### src/rtl/encode8to3_stream.sv
`default_nettype none
// ============================================================================
// Module   : encode8to3_stream
// Brief    : Sequential 8-to-3 priority encoder. Accepts a multi-hot vector
//            over valid/ready and emits one binary index per set bit, in
//            priority order, over a second valid/ready handshake.
// Revision : 1.0 - initial release
// ============================================================================
module encode8to3_stream #(
    parameter int LSB_FIRST = 1
) (
    input  logic       clk,
    input  logic       rst_n,
    input  logic       in_valid,
    output logic       in_ready,
    input  logic [7:0] in_vec,
    output logic       out_valid,
    input  logic       out_ready,
    output logic [2:0] out_code,
    output logic       out_last,
    output logic [2:0] out_seq,
    output logic       zero_err
);

    localparam logic [0:0] S_IDLE = 1'b0;
    localparam logic [0:0] S_EMIT = 1'b1;

    logic [0:0] r_state;
    logic [0:0] w_next;
    logic [7:0] r_pend;
    logic [2:0] r_seq;
    logic       r_zero_err;
    logic [2:0] w_code;
    logic       w_single;
    logic       w_accept;
    logic       w_fire;
    logic [7:0] w_mask;

    // Priority pick of the next index to emit; direction fixed at elaboration.
    generate
        if (LSB_FIRST != 0) begin : g_lsb_first
            // Lowest set bit wins: scan downwards so the last hit is the lowest.
            always_comb begin
                w_code = 3'd0;
                for (int i = 7; i >= 0; i--) begin
                    if (r_pend[i]) w_code = 3'(i);
                end
            end
        end else begin : g_msb_first
            // Highest set bit wins: scan upwards so the last hit is the highest.
            always_comb begin
                w_code = 3'd0;
                for (int i = 0; i < 8; i++) begin
                    if (r_pend[i]) w_code = 3'(i);
                end
            end
        end
    endgenerate

    // Exactly one pending bit means the current index closes the vector.
    assign w_single = (r_pend != 8'h00) && ((r_pend & (r_pend - 8'd1)) == 8'h00);
    assign w_mask   = 8'(8'h01 << w_code);

    // State register; reset discards any in-flight vector.
    always_ff @(posedge clk or negedge rst_n) begin
        if (!rst_n) begin
            r_state <= S_IDLE;
        end else begin
            r_state <= w_next;
        end
    end

    // Next-state and handshake decode.
    always_comb begin
        w_next    = r_state;
        w_accept  = 1'b0;
        w_fire    = 1'b0;
        in_ready  = 1'b0;
        out_valid = 1'b0;
        case (r_state)
            S_IDLE: begin
                in_ready = 1'b1;
                w_accept = in_valid;
                if (in_valid && (in_vec != 8'h00)) w_next = S_EMIT;
            end
            S_EMIT: begin
                out_valid = 1'b1;
                w_fire    = out_ready;
                if (out_ready && w_single) w_next = S_IDLE;
            end
            default: w_next = S_IDLE;
        endcase
    end

    // Pending bits, ordinal counter and the zero-vector pulse.
    always_ff @(posedge clk or negedge rst_n) begin
        if (!rst_n) begin
            r_pend     <= 8'h00;
            r_seq      <= 3'd0;
            r_zero_err <= 1'b0;
        end else begin
            r_zero_err <= w_accept && (in_vec == 8'h00);
            if (w_accept && (in_vec != 8'h00)) begin
                r_pend <= in_vec;
                r_seq  <= 3'd0;
            end else if (w_fire) begin
                r_pend <= r_pend & ~w_mask;
                // Hold the ordinal on the final index so it never wraps.
                if (!w_single) r_seq <= r_seq + 3'd1;
            end
        end
    end

    assign out_code = w_code;
    assign out_last = out_valid && w_single;
    assign out_seq  = r_seq;
    assign zero_err = r_zero_err;

endmodule
`default_nettype wire

### config.mk
export PLATFORM = sky130hd
export DESIGN_NAME = encode8to3_stream
export DESIGN_NICKNAME = d
export VERILOG_FILES = /design/src/rtl/encode8to3_stream.sv
export SDC_FILE = /design/constraint.sdc
export NUM_CORES = 1
export LEC_CHECK = 0
export CAP_MARGIN = 20
export CORE_MARGIN = 5
export CORE_UTILIZATION = 51
export CTS_CLUSTER_DIAMETER = 80
export DETAILED_ROUTE_END_ITERATION = 7
export PLACE_DENSITY = 0.8
export SLEW_MARGIN = 20
export SYNTH_ARGS = -nofsm -noshare
export SYNTH_HDL_FRONTEND = slang
export SYNTH_SLANG_ARGS = --single-unit
### constraint.sdc
create_clock -name clk -period 4.2 [get_ports clk]
set_input_delay 0.84 -clock clk [delete_from_list [all_inputs] [get_ports clk]]
set_output_delay 0.84 -clock clk [all_outputs]
set_load 0.01 [all_outputs]
Yosys cells after proc, flatten, opt, wreduce, memory -nomap -nowiden. Cells that the tools add are included.

Logic and storage cells: 44. Output and inout bits: 10. Register bits after elaboration: 13.

Reduce and logical (&&, ||, !) cells: 12. Equal/unequal tests: 1. Muxes and demuxes: 20. Shift-type cells: 1. Add/sub/neg operators: 2. Bitwise gates (word level): 4.

Operators with widths (count): two-way mux 3 bit (11); bitwise AND 8 bit (2); zero test 8 bit (2); two-way mux 8 bit (2); nonzero test 8 bit (2); inverter 8 bit (1); left shift 1 x 3 -> 8 bit, first input constant (1); subtractor 8 x 1 -> 8 bit, second input constant (1); logical AND 1 bit (6); two-way mux 1 bit (6); adder 3 x 1 -> 3 bit, second input constant (1); != test 2 x 1 -> 1 bit, second input constant (1); one-hot mux 1 bit (2 select lines) (1); AND reduction 2 bit (1); nonzero test 2 bit (1); inverter 1 bit (1).

Longest topological paths before layout. Gate-level depths: netlist (run 1).

Depth after elaboration: 13. Gate-level depth with buffers: 6. Mapped depth without buffers: 5.

Worst setup path after synthesis (run 1). Ideal clock, no wire load.

Path type: register to output. From: register r_pend[0]. To: output out_last. Setup slack: 1.643 ns. Arrival time: 1.717 ns. Stages on the path, launching flop included: 6. Buffers on the path: 1. Cells stage by stage: dfrtp_1 > buf_6 > or4_4 > a2111oi_4 > nor3_4 > nor3_1.

Word-level cells in the longest chain between the ends: 5.

RTL lines: start: declaration (RTL line 30) `logic [7:0] r_pend;`; start signal: assignment (RTL line 104) `r_pend <= in_vec;`; start signal: assignment (RTL line 107) `r_pend <= r_pend & ~w_mask;`; subtractor 8 x 1 -> 8 bit (RTL line 61) `assign w_single = (r_pend != 8'h00) && ((r_pend & (r_pend - 8'd1)) == 8'h00);`; bitwise AND 8 bit (RTL line 61); zero test 8 bit (RTL line 61); logical AND 1 bit (*) (RTL line 61); logical AND 1 bit (*) (RTL line 115) `assign out_last = out_valid && w_single;`; end: declaration (RTL line 20) `output logic out_last,`.

Every way passes the cells marked *; elsewhere a longest branch is shown, timed or not.

Worst setup path after layout (run 1). Ends and elaborated chain as after synthesis.

==> results_dict.tcl, run 1 <==
set metrics [dict create \
    status "finished clean" \
    layout_min_cycle_time_ps 3330 \
    dr.pass1.iters 4 \
    netlist_instances 91 \
    cap_violations 0 \
    vias_per_cell 5.97 \
    hp-class "flop to flop" \
    dieWidth_um 50.7 \
    cp_num_buf_inv 1 \
    gp_congestion 0.856 \
    ys_types 36 \
    skew_ps 0.990 \
    use_met1_pct 23.4 \
    slew_violations 0 \
    worstSetupEndpointType "primary output" \
    relSlewSlack_pct 50.9 \
    crit_type "flop to primary output" \
    tightest_slew_ps 726 \
    setup_viol 0 \
    hold_depth 1 \
    wl_mm 1.98 \
    use_met3_pct 3.55 \
    synth_fp_nets 104 \
    initial_utilization_pct 54.9 \
    grt_start_max_net_pins 14 \
    post-cts-setup-buffers 0 \
    post_drt_wl_per_cell_um 15.4 \
    synth_seq_cells 13 \
    fp-row-count 14 \
    pin_count 22 \
    drt_iter0_drc 11 \
    cts_buffer_depth 2 \
    cts_buffers 3 \
    fin_nets 127 \
    critPathMaxFanout 10 \
    hp-start "out_seq[2]" \
    hold_end "out_seq[2]" \
    busiest_layer "met2" \
    required_ps 3360 \
    r2r_end "r_pend[7]" \
    slowest_stage "or4_4" \
    die_area_mm2 0.00257 \
    h-tree-depth 1 \
    cts_tree "yes" \
    powerDensity_mw_per_mm2 782 \
    grt_usage_pct 17.3 \
    r2r_cells 5 \
    rsz0062_at_grt "no" \
    critPathTopFamily "simple AND/OR/NAND/NOR gates" \
    ir_drop_v 0.000405 \
    cp-start-kind "flop" \
    max_stage_delay_ps 630 \
    reg2reg_slack_ps 2150 \
    core_mm2 0.00154 \
    yosysWarnings 0 \
    die_h_um 50.7 \
    place_inst 125 \
    grtUsageMet2_pct 27.5 \
    syn-cell-area_um2 846 \
    stdcell_count 129 \
    diodes 0 \
    setup_tns_ps 0 \
    cts_root_buffer "clkbuf_4" \
    path_clk_slew_ps 80 \
    hold_viol_final 0 \
    grt_pass1_wl_mm 3.46 \
    critPathArrivalTime_ps 2490 \
    drc 0 \
    crit_chain "or4_4 > a2111oi_4 > nor3_4 > nor3_1 > clkdlybuf4s50_1" \
    power_w 0.000847 \
    vias 770 \
    drive_gt1_share_pct 9.73 \
    crit_start "r_pend[0]" \
    portBuffers 21 \
    clkSinkCount 13 \
    grt_pass1_vias 767 \
    fmax_ghz 0.300 \
    antenna_found_initial 0 \
    p_leak_nw 0.444 \
    insertion_delay_ps 280 \
    fin_crit_sh_pct 79.3 \
    ys_seq_area_share_pct 38.5 \
    grt_overflow 0 \
    hold_buffers 0 \
    reg2reg_from "r_pend[0]" \
    hpwl_mm 1.55 \
    postCtsResizedCells 0 \
    ant_nets 0 \
    synth_area_per_cell_um2 9.29 \
    areaGrowthSynthToFinish_pct 28.1 \
]
synthesized netlist by cell type (all sizes together):
cell | instances | area (um^2)
a2111oi | 1 | 27.5
a211oi | 2 | 15.0
a21oi | 1 | 5.00
a31o | 1 | 8.76
a32o | 1 | 10.0
and2 | 3 | 21.3
and3 | 1 | 6.26
buf | 1 | 11.3
clkbuf | 2 | 7.51
dfrtp | 13 | 325
ha | 1 | 12.5
inv | 6 | 22.5
mux2i | 3 | 30.0
nand2 | 15 | 56.3
nand2b | 1 | 6.26
nand3 | 1 | 5.00
nor2 | 5 | 18.8
nor2b | 1 | 6.26
nor3 | 4 | 31.3
nor3b | 1 | 7.51
nor4 | 4 | 40.0
o2111a | 1 | 11.3
o2111ai | 2 | 17.5
o21ai | 9 | 45.0
o21ba | 1 | 10.0
o21bai | 1 | 11.3
o311ai | 2 | 17.5
o31ai | 1 | 7.51
o41ai | 2 | 17.5
or2b | 2 | 15.0
or4 | 2 | 18.8
state kept, by name, indices dropped and copies added (netlist names):
name	cells
r_pend	8
zero_err	1
r_state	1
out_seq	3
layer usage:
layer | routed length, um | part of all wire (%)
met5 | 0 | 0
met4 | 19 | 0.96
met3 | 69 | 3.5
met2 | 949 | 48
met1 | 944 | 48
power by group:
group | internal (W) | switching, W | total (W)
registers | 0.000177 | 0.0000929 | 0.000270
logic | 0.000251 | 0.000248 | 0.000498
clock network | 0.0000368 | 0.0000426 | 0.0000794
total | 0.000464 | 0.000383 | 0.000847
cell usage in the layout, fill, tap and decap left out, drive strengths merged:
master,netlist,layout
nor3,4,4
o21bai,1,1
clkbuf,2,4
nor2b,1,1
o31ai,1,1
a32o,1,1
clkdlybuf4s50,0,21
a2111oi,1,1
ha,1,1
mux2i,3,3
and2,3,3
o311ai,2,2
nand2b,1,1
nand3,1,1
a31o,1,1
o2111ai,2,2
nor3b,1,1
or2b,2,2
a21oi,1,1
o21ba,1,1
or4,2,2
o2111a,1,1
nor2,5,5
nor4,4,4
nand2,15,15
o41ai,2,2
a211oi,2,2
inv,6,6
and3,1,1
o21ai,9,9
dfrtp,13,13
cells by family after synthesis:
logic type | Yosys count | share of synthesized area (%)
muxes | 3 | 3.55
buffers and inverters | 9 | 4.88
DFF | 13 | 38.5
AOI/OAI and AO/OA | 25 | 24.1
and+or+nand+nor | 40 | 27.5
adders and majority gates | 1 | 1.48
metrics by stage:
step | util, % | hold WS (ps) | worst slack, ps | instance area [um^2]
2_1_floorplan | - | 509 | 1640 | 846
3_3_place_gp | 68.6 | 460 | 1210 | 1060
3_5_place_dp | 68.6 | 475 | 1160 | 1060
4_1_cts | 70.3 | 486 | 846 | 1080
5_1_grt | 70.3 | 516 | 764 | 1080
6_report | 70.3 | 483 | 868 | 1080
cell type report:
class	instances	area (um^2)
multi-input combinational	69	479
timing repair buffer	21	210
fill	122	458
tap	16	20.0
sequential	13	325
clock buffer	4	26.3
inverter	6	22.5
worst reg2reg max path: cells and delay by family, from the launching register on:
family	cells	cell delay [ps]
AOI/OAI and AO/OA	2	390
DFF	1	480
and+or+nand+nor	3	1060
worst max-delay path by stage:
| stage | end | slack (ps) | depth (start not counted) |
|---|---|---|---|
| finish | out_last | 870 | 5 |
| floorplan | out_last | 1640 | 5 |
| CTS | out_last | 850 | 5 |
| detailed placement | out_last | 1160 | 5 |
| global route | out_last | 760 | 5 |
| global placement | out_last | 1210 | 5 |
(Power assumes the default switching activity.)
==> run 2: changes to the inputs <==
CORE_UTILIZATION = 42   (was 51)
PLACE_DENSITY = 0.7   (was 0.8)
clock period = 2.85 ns   (was 4.2 ns; I/O delays follow)
==> run 2 against run 1 <==
Against the previous run:
- global-route usage shrank 1.8 points
- clock-buffer cell count is the same
- critical path type unchanged
- routed wire length shrank 3.2%
- cell area grew 4.6%
==> results_dict.tcl, run 2 (synthesis gave the netlist of run 1 again) <==
set metrics [dict create \
    status "finished clean" \
    fp-row-count 16 \
    grt_overflow 0 \
    clkSinkCount 13 \
    p_sw_share_pct 43.8 \
    portBuffers 21 \
    setup_viol 0 \
    layout_min_cycle_time_ps 2660 \
    reg2reg_slack_ps 820 \
    required_ps 2280 \
    relSlewSlack_pct 63.9 \
    largest_reg_flops 8 \
    core_mm2 0.00194 \
    diodes 0 \
    postCtsResizedCells 1 \
    die_area_mm2 0.00301 \
    utilization_pct 58.4 \
    reg2reg_from "r_pend[4]" \
    h-tree-depth 1 \
    slowest_stage "or4_4" \
    hold_buffers 0 \
    fin_nets 132 \
    grt_usage_pct 15.5 \
    grt_pass1_vias 778 \
    grt_start_max_net_pins 14 \
    rsz0062_at_grt "no" \
    switchingPower_w 0.000562 \
    internal-power_w 0.000720 \
    ir_drop_v 0.000527 \
    stdcell_count 145 \
    skew_ps 2.78 \
    crit_type "flop to primary output" \
    hpwl_mm 1.61 \
    cts_tree "yes" \
    dieWidth_um 54.9 \
    power_w 0.00128 \
    hold_end "out_seq[2]" \
    largest_register "r_pend" \
    powerDensity_mw_per_mm2 1130 \
    cap_violations 0 \
    die_h_um 54.9 \
    antenna_found_initial 0 \
    crit_chain "or4_4 > nor2_1 > clkdlybuf4s50_1" \
    tightest_slew_ps 536 \
    cts_buffers 3 \
    cts_buffer_depth 2 \
    place_inst 141 \
    final_common_cell "clkdlybuf4s50_1" \
    hold_viol_final 0 \
    wl_mm 1.92 \
    hp-class "flop to flop" \
    drc 0 \
    areaGrowthSynthToFinish_pct 34.0 \
    grt_pass1_wl_mm 3.28 \
    critPathMaxFanout 5 \
    slew_violations 0 \
    p_leak_nw 0.473 \
    vias_per_cell 5.48 \
    insertion_delay_ps 260 \
    pwr-share-comb_pct 63.4 \
    r2r_end "r_pend[3]" \
    post-cts-setup-buffers 0 \
    initial_utilization_pct 43.6 \
    pin_count 22 \
    p_seq_share_pct 28.3 \
    vias 795 \
    cts_root_buffer "clkbuf_4" \
    hold_depth 1 \
    post_drt_wl_per_cell_um 13.2 \
    dr.pass1.iters 4 \
    ant_nets 0 \
    fmax_ghz 0.376 \
    final_cell_mix "clkdlybuf4s50_1 (20), nand2_1 (15), dfrtp_1 (13)" \
    worstSetupEndpointType "primary output" \
    critPathArrivalTime_ps 2090 \
    p_clk_share_pct 8.4 \
    r2r_cells 4 \
    fin_crit_sh_pct 93.3 \
    setup_tns_ps 0 \
    hp-start "out_seq[2]" \
    max_stage_delay_ps 590 \
    drive_gt1_share_pct 13.6 \
    drt_iter0_drc 13 \
    path_clk_slew_ps 70 \
    gp_congestion 0.910 \
    cp-start-kind "flop" \
]
[run 2: cell count changes in the layout (fill, tap and decap cells not counted), sizes merged]
cell / previous run / this run
clkdlybuf4s50: 21 / 20
dlygate4sd2: 0 / 1
buf: 0 / 5
[run 2: metal layers]
metal	part of all wire, %	GRT usage (%)
met4	1.8	8.71
met2	47	24.6
met3	5.9	2.72
met5	0	0
met1	45	19.7
[run 2: per-stage QoR]
stage / setup slack (ps) / cell area (um^2) / hold slack [ps]
after floorplan: 563 / 846 / 274
after global placement: 241 / 1110 / 460
after detailed placement: 218 / 1110 / 479
after CTS: 179 / 1130 / 488
after global routing: 141 / 1130 / 528
final: 191 / 1130 / 484
[run 2: power groups by stage]
| stage | clock network (W) | registers, W | logic (W) |
|---|---|---|---|
| global route | 0.000117 | 0.000376 | 0.000903 |
| floorplan | 0 | 0.000363 | 0.000499 |
| detailed placement | 0 | 0.000366 | 0.000827 |
| finish | 0.000107 | 0.000363 | 0.000813 |
| CTS | 0.000109 | 0.000362 | 0.000823 |
| global placement | 0 | 0.000363 | 0.000814 |
[run 2: critical path, delay by kind of cell (launching register included)]
family / cells / cell delay, ps
simple gates: 2 / 850
buf+inv: 1 / 590
flops: 1 / 380
[run 2: cell type report]
class	count	area [um^2]
fillers	184	808
multi-input cells	69	479
flip-flops and latches	13	325
repair buffers	26	246
well taps	27	33.8
clock buffers	4	26.3
inverters	6	22.5
[run 2: worst max path at each step]
stage | cells after the start | slack, ps | end | start
after CTS | 3 | 180 | out_code[2] | r_pend[0]
after floorplan | 5 | 560 | out_last | r_pend[0]
after global routing | 5 | 140 | out_last | r_pend[0]
after global placement | 5 | 240 | out_last | r_pend[0]
final | 3 | 190 | out_code[2] | r_pend[0]
after detailed placement | 5 | 220 | out_last | r_pend[0]
==> run 3: changes to the inputs <==
CTS_CLUSTER_DIAMETER = 50   (was 80)
==> results of run 3 <==
The final DEF is identical to that of run 2; final timing and power are the same.
